==> config.mk <==
export PLATFORM = sky130hd
export DESIGN_NAME = briski_core_top
export DESIGN_NICKNAME = d
export VERILOG_FILES = /design/src/rtl/riscv_pkg.sv /design/src/rtl/briski_pipe_delay.sv /design/src/rtl/briski_core_top.sv
export SDC_FILE = /design/constraint.sdc
export NUM_CORES = 1
export LEC_CHECK = 0
export ABC_AREA = 1
export CAP_MARGIN = 20
export CORE_ASPECT_RATIO = 1.5
export CORE_UTILIZATION = 40
export DETAILED_ROUTE_END_ITERATION = 10
export PLACE_DENSITY = 0.63
export SLEW_MARGIN = 20
export SYNTH_ARGS = -nofsm -noshare
export SYNTH_HDL_FRONTEND = slang
export SYNTH_HIERARCHICAL = 1
export SYNTH_SLANG_ARGS = --single-unit
==> constraint.sdc <==
create_clock -name clk -period 3.1 [get_ports clk]
set_input_delay 0.62 -clock clk [delete_from_list [all_inputs] [get_ports clk]]
set_output_delay 0.62 -clock clk [all_outputs]
set_load 0.01 [all_outputs]
==> src/rtl/riscv_pkg.sv <==
// Shared types and defaults for the BRISKI compute tile.
// Imported by the core top and its write delay line.
package riscv_pkg;

    typedef logic bool;

    localparam bool FALSE = 1'b0;

    localparam int NUM_PIPE_STAGES_DEF = 16;
    localparam int NUM_THREADS_DEF     = 16;

    localparam bool ENABLE_BRAM_REGFILE_DEF           = FALSE;
    localparam bool ENABLE_ALU_DSP_DEF                = FALSE;
    localparam bool ENABLE_UNIFIED_BARREL_SHIFTER_DEF = FALSE;

    localparam int URAM_ADDR_W = 12;
    localparam int URAM_DATA_W = 32;

    localparam int NUM_PASSES = 8;
    localparam int PASS_W     = 3;

    typedef enum logic [2:0] {
        ST_IDLE,
        ST_REQ,
        ST_ISSUE,
        ST_DRAIN,
        ST_DONE
    } core_state_t;

    typedef struct packed {
        logic                   valid;
        logic [URAM_ADDR_W-1:0] addr;
        logic [URAM_DATA_W-1:0] data;
    } uram_wr_t;

endpackage

==> src/rtl/briski_pipe_delay.sv <==
// Fixed-depth register delay line for URAM store beats.
// busy reports any beat still upstream of the output stage.
module briski_pipe_delay
    import riscv_pkg::*;
#(
    parameter int NUM_PIPE_STAGES = NUM_PIPE_STAGES_DEF
) (
    input  logic     clk,
    input  logic     reset,
    input  uram_wr_t in_wr,
    output uram_wr_t out_wr,
    output logic     busy
);

    uram_wr_t stage_q [NUM_PIPE_STAGES];

    // Shift every beat one stage per cycle; reset empties the line.
    always_ff @(posedge clk or negedge reset) begin
        if (!reset) begin
            for (int i = 0; i < NUM_PIPE_STAGES; i++)
                stage_q[i] <= '0;
        end else begin
            stage_q[0] <= in_wr;
            for (int i = 1; i < NUM_PIPE_STAGES; i++)
                stage_q[i] <= stage_q[i-1];
        end
    end

    assign out_wr = stage_q[NUM_PIPE_STAGES-1];

    // A beat is still in flight if any non-output stage holds one.
    always_comb begin
        busy = 1'b0;
        for (int i = 0; i < NUM_PIPE_STAGES - 1; i++)
            busy = busy | stage_q[i].valid;
    end

endmodule

==> src/rtl/briski_core_top.sv <==
// Barrel-threaded BRISKI tile running the built-in row-store program:
// lock the row, each hart stores its ID into a strided URAM region, unlock.
module briski_core_top
    import riscv_pkg::*;
#(
    parameter     BRAM_DATA_INSTR_FILE          = "none",
    parameter int NUM_PIPE_STAGES               = NUM_PIPE_STAGES_DEF,
    parameter int NUM_THREADS                   = NUM_THREADS_DEF,
    parameter bool ENABLE_BRAM_REGFILE          = ENABLE_BRAM_REGFILE_DEF,
    parameter bool ENABLE_ALU_DSP               = ENABLE_ALU_DSP_DEF,
    parameter bool ENABLE_UNIFIED_BARREL_SHIFTER = ENABLE_UNIFIED_BARREL_SHIFTER_DEF,
    parameter int IDcluster                     = 0,
    parameter int IDrow                         = 0,
    parameter int IDminirow                     = 0,
    parameter int IDposx                        = 0
) (
    input  logic                   clk,
    input  logic                   reset,
    output logic                   o_URAM_en,
    output logic [URAM_ADDR_W-1:0] o_URAM_addr,
    output logic [URAM_DATA_W-1:0] o_URAM_wr_data,
    output logic                   o_URAM_wr_en,
    input  logic                   i_uram_emptied,
    output logic                   o_core_req,
    output logic                   o_core_locked,
    input  logic                   i_core_grant
);

    localparam int SLOT_W = $clog2(NUM_THREADS);
    localparam logic [SLOT_W-1:0] LAST_SLOT = SLOT_W'(NUM_THREADS - 1);
    localparam logic [PASS_W-1:0] LAST_PASS = PASS_W'(NUM_PASSES - 1);
    localparam bit IMG_GIVEN = (BRAM_DATA_INSTR_FILE != "none");

    core_state_t       state_q;
    core_state_t       state_d;
    logic [SLOT_W-1:0] slot_q;
    logic [PASS_W-1:0] pass_q;
    logic              issue;
    logic              last_issue;
    logic              busy;
    uram_wr_t          issue_wr;
    uram_wr_t          port_wr;

    assign last_issue = (slot_q == LAST_SLOT) && (pass_q == LAST_PASS);

    // State register plus hart slot / pass counters advanced per issue.
    always_ff @(posedge clk or negedge reset) begin
        if (!reset) begin
            state_q <= ST_IDLE;
            slot_q  <= '0;
            pass_q  <= '0;
        end else begin
            state_q <= state_d;
            if (issue) begin
                slot_q <= slot_q + 1'b1;
                if (slot_q == LAST_SLOT)
                    pass_q <= pass_q + 1'b1;
            end
        end
    end

    // Next state and lock handshake; grant is only sampled in REQ.
    always_comb begin
        state_d       = state_q;
        issue         = 1'b0;
        o_core_req    = 1'b0;
        o_core_locked = 1'b0;
        unique case (state_q)
            ST_IDLE: state_d = ST_REQ;
            ST_REQ: begin
                o_core_req = 1'b1;
                if (i_core_grant)
                    state_d = ST_ISSUE;
            end
            ST_ISSUE: begin
                o_core_req    = 1'b1;
                o_core_locked = 1'b1;
                issue         = 1'b1;
                if (last_issue)
                    state_d = ST_DRAIN;
            end
            ST_DRAIN: begin
                o_core_req    = 1'b1;
                o_core_locked = 1'b1;
                if (!busy)
                    state_d = ST_DONE;
            end
            ST_DONE: state_d = ST_DONE;
            default: state_d = ST_IDLE;
        endcase
    end

    // Store of hart slot_q in pass pass_q: addr = pass + 8*hart.
    always_comb begin
        issue_wr = '0;
        if (issue) begin
            issue_wr.valid = 1'b1;
            issue_wr.addr  = URAM_ADDR_W'({slot_q, pass_q});
            issue_wr.data  = URAM_DATA_W'(slot_q);
        end
    end

    briski_pipe_delay #(
        .NUM_PIPE_STAGES(NUM_PIPE_STAGES)
    ) u_delay (
        .clk   (clk),
        .reset (reset),
        .in_wr (issue_wr),
        .out_wr(port_wr),
        .busy  (busy)
    );

    assign o_URAM_en      = port_wr.valid;
    assign o_URAM_wr_en   = port_wr.valid;
    assign o_URAM_addr    = port_wr.addr;
    assign o_URAM_wr_data = port_wr.data;

    logic unused_ok;
    assign unused_ok = &{1'b0, i_uram_emptied, IMG_GIVEN,
                         ENABLE_BRAM_REGFILE, ENABLE_ALU_DSP,
                         ENABLE_UNIFIED_BARREL_SHIFTER,
                         (IDcluster != 0), (IDrow != 0),
                         (IDminirow != 0), (IDposx != 0)};

endmodule

==> summary.md, run 1 <==
| Metric | Value |
|---|---|
| Die X | `180 µm` |
| Post_cts resized | `0` |
| Synth Area per Inst | `22.1 µm²` |
| Row count | `97` |
| Tcrit/Tclk final | `88.0%` |
| Post-route ant nets | `0` |
| Layout Area Growth over Synthesis | `17.3%` |
| Crit path time final | `2730 ps` |
| Router iterations before antenna repair | `4` |
| DIE AREA | `48400 µm²` |
| Post-Synthesis Cells | `861` |
| WS Path Type | `flip-flop to output pin` |
| Total Routing Usage GR | `8.39%` |
| Worst setup path endpoint | `o_core_req` |
| Reg2Reg Depth | `8` |
| Worst Hold Class | `flip-flop to flip-flop` |
| Critical path buffers and inverters | `3` |
| Routed Wire Length | `18.4 mm` |
| Global-route congestion overflow total | `0` |
| Slew Limit Fails | `0` |
| Dpl hpwl | `9.04 mm` |
| Die Y-Extent | `269 µm` |
| Synth unique cells | `16` |
| Synth area leader | `dfrtp_1` |
| Setup TNS | `0 ps` |
| Post-synthesis sequential area ratio | `96.0%` |
| CP startpoint | `state_q[0]` |
| Setup Viol. Count Final | `0` |
| PwrDens | `802 nW/µm²` |
| Htree depth | `2` |
| YS warnings | `6` |
| Hold_buf cts | `1` |
| CTS tree | `done` |
| Clock slew at reported path FFs | `70 ps` |
| Crit path depth | `6` |
| ANT cells | `0` |
| Largest net degree at the start of global routing | `108` |
| Status | `completed` |
| Max incr delay on CP | `530 ps` |
| Post-CTS Setup Inserts | `0` |
| Hold_ws | `333 ps` |
| FF-to-FF End | `state_q[2]` |
| Worst-Margin Slew | `615 ps` |
| PortBufs | `50` |
| Gpl congestion | `0.697` |
| Clock Skew | `17.5 ps` |
| Startpoint Class | `flip-flop` |
| Largest vdd supply drop | `0.446 mV` |
| # IOs | `52` |
| R2r setup slk | `1820 ps` |
| Relative slew slack | `59.0%` |
| Reg2reg start | `pass_q[0]` |
| Leak | `0.0101 µW` |
| Via count | `6354` |
| Vias in the first global route | `6970` |
| # fillers | `3810` |
| RSZ-0062 raised after global routing | `false` |
| Initial antenna violation count | `0` |
| Number of buffers created by CTS | `60` |
| First-pass GRT wire length | `33.3 mm` |
| Worst setup EP type | `output pin` |
| Core area | `46800 µm²` |
| CP top delay family | `buffers and inverters` |
| Synth area leaders | `dfrtp_1 96%, buf_4 1.8%, nand2_1 0.43%` |
| Critical path, cell by cell | `inv_1 > nand3_4 > nand2_1 > inv_1 > nand2_1 > clkdlybuf4s50_1` |
| WP data arrival | `2110 ps` |
| Initial Util | `40.6%` |
| Drt wl/cell | `11.4 µm` |
| Multi-input gate area | `462 µm²` |
| Required time of the critical path | `2480 ps` |
| Max Fclk | `367 MHz` |
| Clk root buf | `clkbuf_16` |
| Synth top area share | `96.0%` |
| Clock buffer depth | `3` |
| Layout Nets | `981` |
| Drt initial violations | `325` |
| Synthesized area | `19000 µm²` |
| DRC violations left | `0` |
| Sink Count | `730` |
| CP max stage cell | `clkdlybuf4s50_1` |
| Crit path max fanout | `10` |
| Vias per cell | `3.94` |
| Register bit total from synthesis | `730` |
| Worst-Skew Late Latency | `590 ps` |
| Share of cells above drive strength 1 | `11.6%` |
| Fin util | `47.6%` |
| Final hold violations | `0` |
| Max Cap Viol | `0` |
| FF/Latch Area | `18300 µm²` |
cell usage in the layout, fill, tap and decap left out, types with 3 or more instances in the layout:
cell / n
clkbuf_1: 7
nor2_1: 21
clkinv_2: 13
bufinv_16: 9
conb_1: 33
inv_1: 17
nand3_1: 7
dfrtp_1: 730
clkbuf_8: 8
nand2_1: 22
buf_4: 7
ha_1: 3
clkbuf_16: 60
clkinvlp_4: 4
o21ai_0: 4
buf_12: 7
clkdlybuf4s50_1: 49
per-layer routing:
layer | up-vias | routed length [µm] | track usage, %
li1 | 2801 | - | -
met1 | 3375 | 7630 | 10.2
met2 | 120 | 9120 | 13.8
met3 | 58 | 887 | 2.12
met4 | 0 | 770 | 4.80
met5 | - | 0 | 0
worst reg2reg max path: stages (launching register included):
cell     delay, ps
dfrtp_1        400
ha_1           220
ha_1           180
nand2_1         70
inv_1           40
nand2_1         60
nand2_1         80
nand3_1         90
nor2_1          50
per-stage QoR:
| stage | total power, µW | cells | setup WS, ps | instance area, µm² |
|---|---|---|---|---|
| finish | 17900 | 1611 | 372 | 22300 |
| detailed placement | 10400 | 1505 | 1010 | 20200 |
| CTS | 18200 | 1611 | 349 | 22300 |
| global route | 18700 | 1611 | 223 | 22300 |
| global placement | 10400 | 1505 | 1040 | 20200 |
| floorplan | 10200 | 893 | 1590 | 19100 |
area by class of cell:
type,instances,share of cell area (%)
Inverter,18,0.303
Multi-Input combinational cell,99,2.07
Tap cell,594,3.33
Sequential cell,730,81.8
Timing Repair Buffer,65,3.17
Clock buffer,75,7.34
Clock inverter,30,1.95
worst min path at each step:
stage | startpoint | to | slack [ps] | cells after the start
2_1_floorplan | reset | pass_q[0] | 320 | 0
3_3_place_gp | u_delay/stage_q[701] | u_delay/stage_q[656] | 330 | 0
3_5_place_dp | u_delay/stage_q[45] | u_delay/out_wr[0] | 330 | 0
4_1_cts | u_delay/stage_q[460] | u_delay/stage_q[415] | 330 | 0
5_1_grt | u_delay/stage_q[700] | u_delay/stage_q[655] | 340 | 0
6_report | u_delay/stage_q[361] | u_delay/stage_q[316] | 330 | 0
synthesized netlist by cell type:
| master | count |
|---|---|
| nand3_1 | 7 |
| xor2_1 | 2 |
| inv_2 | 1 |
| inv_1 | 17 |
| conb_1 | 1 |
| dfrtp_1 | 730 |
| nor2_2 | 1 |
| nor2_1 | 21 |
| nand2_1 | 22 |
| o21ai_0 | 4 |
| a21boi_1 | 1 |
| nand4_1 | 2 |
| nand3_4 | 1 |
| nor2_4 | 2 |
| ha_1 | 3 |
| buf_4 | 46 |
cell families after synthesis:
group,synth area share [%]
compound gates,0.145
xor+xnor,0.0921
fa+ha+maj,0.197
buf+inv,2.17
flops,96.0
other cells,0.0197
simple gates,1.34
sequential cells by signal, indices dropped and copies added, names as in the netlist:
signal	cells
u_delay/stage_q	675
slot_q	4
state_q	3
pass_q	3
u_delay/out_wr	45
report_power, final:
group          leakage (µW)  switching (µW)  internal, µW  total, µW
clock network       0.00102            3180          4510       7690
logic              0.000650             196          63.7        260
registers           0.00848            83.8          9870       9950
No activity file was read; power rests on OpenSTA's default activity.
==> inputs of run 2 (changes only) <==
--- a/config.mk
+++ b/config.mk
@@ -10,7 +10,8 @@
 export CORE_ASPECT_RATIO = 1.5
 export CORE_UTILIZATION = 40
 export DETAILED_ROUTE_END_ITERATION = 10
-export PLACE_DENSITY = 0.63
+export DONT_BUFFER_PORTS = 1
+export PLACE_DENSITY = 0.61
 export SLEW_MARGIN = 20
 export SYNTH_ARGS = -nofsm -noshare
 export SYNTH_HDL_FRONTEND = slang
==> run 2 against run 1 <==
Effect of this change:
- the run now ends with negative hold slack, max-slew violations left
- worst setup slack better by 450 ps
- total power up 0.39%
- maximum frequency up 20%
- first-iteration DRC count up 23%
- highest routed layer unchanged
- critical endpoint unchanged
- hold slack worse by 570 ps
- flip-flop and latch count unchanged
- sequential power about the same
- utilization down 1.3 points
- global-route usage down 0.75 points
==> summary.md, run 2 (same netlist as run 1, synthesis figures left out) <==
| Metric | Value |
|---|---|
| Clock Skew | `16.8 ps` |
| Slew Limit Fails | `265` |
| Row count | `97` |
| WP data arrival | `1660 ps` |
| Die X | `180 µm` |
| Number of buffers created by CTS | `60` |
| Post-CTS Setup Inserts | `0` |
| Layout Area Growth over Synthesis | `14.2%` |
| Relative slew slack | `-29.0%` |
| Largest vdd supply drop | `0.486 mV` |
| Total Routing Usage GR | `7.64%` |
| Via count | `6006` |
| Drt initial violations | `399` |
| # IOs | `52` |
| Global-route congestion overflow total | `0` |
| Max Cap Viol | `0` |
| Reg2Reg Depth | `8` |
| Multi-input gate area | `462 µm²` |
| Worst Hold Class | `input pin to async pin` |
| Reg2reg start | `pass_q[0]` |
| Crit path time final | `2280 ps` |
| Net Sw Frac | `18.0%` |
| Post-route ant nets | `0` |
| # fillers | `3815` |
| Share of power burned in the clock network | `44.5%` |
| Tcrit/Tclk final | `73.5%` |
| Initial antenna violation count | `0` |
| PortBufs | `0` |
| Layout Nets | `916` |
| DRC violations left | `0` |
| Combinational share of power | `0%` |
| CTS tree | `done` |
| Leak | `0.00990 µW` |
| Largest net degree at the start of global routing | `731` |
| R2r setup slk | `1800 ps` |
| Failing checks | `negative hold slack, max-slew violations` |
| Sequential power share | `55.5%` |
| Clock buffer depth | `3` |
| Routed Wire Length | `17.3 mm` |
| Die Y-Extent | `269 µm` |
| Most common cell after layout, fill and taps aside | `dfrtp_1` |
| Router iterations before antenna repair | `4` |
| DIE AREA | `48400 µm²` |
| Vias in the first global route | `6402` |
| ANT cells | `0` |
| Met3 usage | `2.03%` |
| Htree depth | `2` |
| Required time of the critical path | `2480 ps` |
| Drt wl/cell | `11.1 µm` |
| Initial Util | `40.6%` |
| Core area | `46800 µm²` |
| Startpoint Class | `flip-flop` |
| Max Fclk | `439 MHz` |
| Clk root buf | `clkbuf_16` |
| Power Internal | `14700 µW` |
| Status | `finished, violations left` |
| Switching Power | `3230 µW` |
| Share of cells above drive strength 1 | `11.1%` |
| Worst-Margin Slew | `1940 ps` |
| Vias per cell | `3.87` |
| Sink Count | `730` |
| Setup TNS | `0 ps` |
| Final hold violations | `339` |
| Hold_ws | `-241 ps` |
| Worst-Skew Late Latency | `580 ps` |
| Dpl hpwl | `6.97 mm` |
| Worst setup EP type | `output pin` |
| GRT met1 Usage | `9.67%` |
| Largest Register | `u_delay/stage_q` |
| Met2 Resource Use GR | `11.8%` |
| Gpl congestion | `0.635` |
| RSZ-0062 raised after global routing | `false` |
| Setup Viol. Count Final | `0` |
| GR peak layer | `met2` |
| Fin util | `46.4%` |
| Clock slew at reported path FFs | `70 ps` |
| PwrDens | `827 nW/µm²` |
| Largest register FFs | `675` |
| Post_cts resized | `0` |
| WS Path Type | `flip-flop to output pin` |
| FF-to-FF End | `state_q[2]` |
| Crit path max fanout | `10` |
| FF/Latch Area | `18300 µm²` |
| First-pass GRT wire length | `30.5 mm` |
| Most frequent cells in the layout | `730 x dfrtp_1, 61 x clkbuf_16, 33 x conb_1` |
-- run 2: worst max-delay path by stage --
stage / from / endpoint / slack, ps / depth (start not counted)
2_1_floorplan: state_q[0] / o_core_req / 1590 / 5
3_3_place_gp: state_q[0] / o_core_req / 1520 / 5
3_5_place_dp: state_q[0] / o_core_req / 1430 / 5
4_1_cts: state_q[0] / o_core_req / 790 / 5
5_1_grt: state_q[0] / o_core_req / 680 / 5
6_report: state_q[0] / o_core_req / 820 / 5
-- run 2: power groups by stage --
stage          Combinational [µW]  Clock, µW  Sequential, µW
5_1_grt                      7.24       8690            9990
6_report                     4.51       8000            9970
3_3_place_gp                 3.74          0           10100
3_5_place_dp                 3.79          0           10200
4_1_cts                      3.79       8300            9970
2_1_floorplan                47.1          0           10100
-- run 2: metrics by stage --
step	worst slack [ps]	total power [µW]	instance area, µm²	cells	hold WS, ps
final	820	18000	21700	1552	-241
after global routing	684	18700	21700	1552	-284
after CTS	789	18300	21700	1552	-284
after detailed placement	1430	10200	19500	1441	335
after global placement	1520	10100	19500	1441	331
after floorplan	1590	10200	19100	893	324
-- run 2: final cells by class --
cell class	instances	area share, %
Clock buffer	82	7.90
Tap cell	594	3.42
Sequential cell	730	84.1
Inverter	18	0.311
Multi-Input combinational cell	99	2.13
Clock inverter	29	2.14
-- run 2: per-layer routing --
metal / routed length, µm / up-vias
li1: - / 2672
met2: 8320 / 114
met3: 833 / 57
met4: 807 / 0
met5: 0 / -
met1: 7330 / 3163
-- run 2: critical path, stage by stage (launching register included) --
cell	delay, ps
dfrtp_1	430
inv_1	190
nand3_4	180
nand2_1	130
inv_1	60
nand2_1	100
==> RTL change, RTL diff (flow settings as in run 1) <==
Change the package constant `PASS_W` from 3 to 6.
--- a/src/rtl/riscv_pkg.sv
+++ b/src/rtl/riscv_pkg.sv
@@ -18,5 +18,5 @@
 
     localparam int NUM_PASSES = 8;
-    localparam int PASS_W     = 3;
+    localparam int PASS_W     = 6;
 
     typedef enum logic [2:0] {
Formal check against the unedited RTL: no difference found for any inputs over 10 cycles, from zero or initial values and one cycle with reset low; that may be too few to reach the edited logic, so the function may still have changed.
==> RTL change against run 1 <==
Sequential share of layout area is 0.41 points higher. Total power is 3.3% lower. Utilization shrank 0.77 points. Sequential cell count is 3 higher. Largest power group unchanged. Worst setup slack better by 0.096 ns. Critical endpoint is now o_core_locked. Combinational power is essentially flat. Area after synthesis is 0.98% higher. Design area hardly changed. Synthesized cell count increased by 3.7%. Routed wire length grew 12%.
==> RTL change: results <==
set metrics [dict create \
    final.fill_count 3808 \
    path_clk_slew_ns 0.07 \
    r2r_slack_ns 1.74 \
    grt_use_met1_pct 10.5 \
    cts.repair.resized 0 \
    fin_hold_ws_ns 0.103 \
    dr_wl_met2_mm 11.0 \
    route.layer.met1.wl_mm 8.04 \
    dp.cells 1544 \
    pre_cts_ws_ns 1.07 \
    ff2ff_path_depth 6 \
    critPathMaxStageDelay_ns 0.54 \
    gp_congestion 0.661 \
    synthTopCellsByCount "733 x dfrtp_1, 46 x buf_4, 39 x nand2_1, 29 x nor2_1, 18 x inv_1" \
    cts_root_buf "clkbuf_16" \
    synth_cell_types 17 \
    power_frac_clock_pct 41.0 \
    critPathMaxFanout 14 \
    skew_ns 0.0178 \
    drt_iter0_drc 346 \
    synth-seq-area-share_pct 95.5 \
    cts_setup_buffers 0 \
    fin_crit_sh_pct 84.9 \
    r2r-end "pass_q[3]" \
    dr.max_layer_used "met4" \
    worst_slew_pin_slew_ns 0.833 \
    post_dp_cell_area_um2 20400 \
    grtUsageMet2_pct 15.9 \
    wl_per_cell_um 12.6 \
    dp_hpwl_mm 9.96 \
    power_switching_uw 3310 \
    p_sw_share_pct 19.1 \
    grt_pass1_wl_mm 35.7 \
    nets 1008 \
    synth_area_leaders "dfrtp_1 95%, buf_4 1.8%, nand2_1 0.76%" \
    gr-usage-met3_pct 1.87 \
    grt_max_degree 99 \
    grt_pass1_vias 7333 \
    drive_above_1_share_pct 10.4 \
    cts_buffers 56 \
    ir_drop_mv 0.422 \
    worstReg2RegStart "slot_q[0]" \
    post_synth.cell_area_avg_um2 21.5 \
    met3_length_um 681 \
    status "complete, no violations" \
    vias_per_cell 4.00 \
    layout.cells.non_filler 1642 \
]
## RTL change: cell count changes in the layout (fill, tap and decap cells not counted), moves of 2 or more
cell / delta
buf_4: +6
bufinv_16: -5
clkbuf_1: +7
clkbuf_16: -3
clkbuf_8: +7
clkinv_2: -9
clkinv_4: +3
clkinvlp_4: -3
conb_1: -3
dfrtp_1: +3
nand2_1: +17
nor2_1: +8
nor2_4: -2
xor2_1: +2
## RTL change: cell families after synthesis
family | Yosys count | synth area share (%)
compound gates | 6 | 0.169
xor+xnor | 4 | 0.182
fa+ha+maj | 2 | 0.130
buf+inv | 66 | 2.21
flops | 733 | 95.5
other cells | 1 | 0.0195
simple gates | 81 | 1.80
## RTL change: cell type report
type,count,area [um2],share of cell area (%)
well taps,600,751,3.37
flip-flops and latches,733,18300,82.3
repair buffers,69,723,3.24
inverters,19,73.8,0.331
multi-input cells,123,551,2.47
clock buffers,86,1690,7.56
clock inverters,12,174,0.780
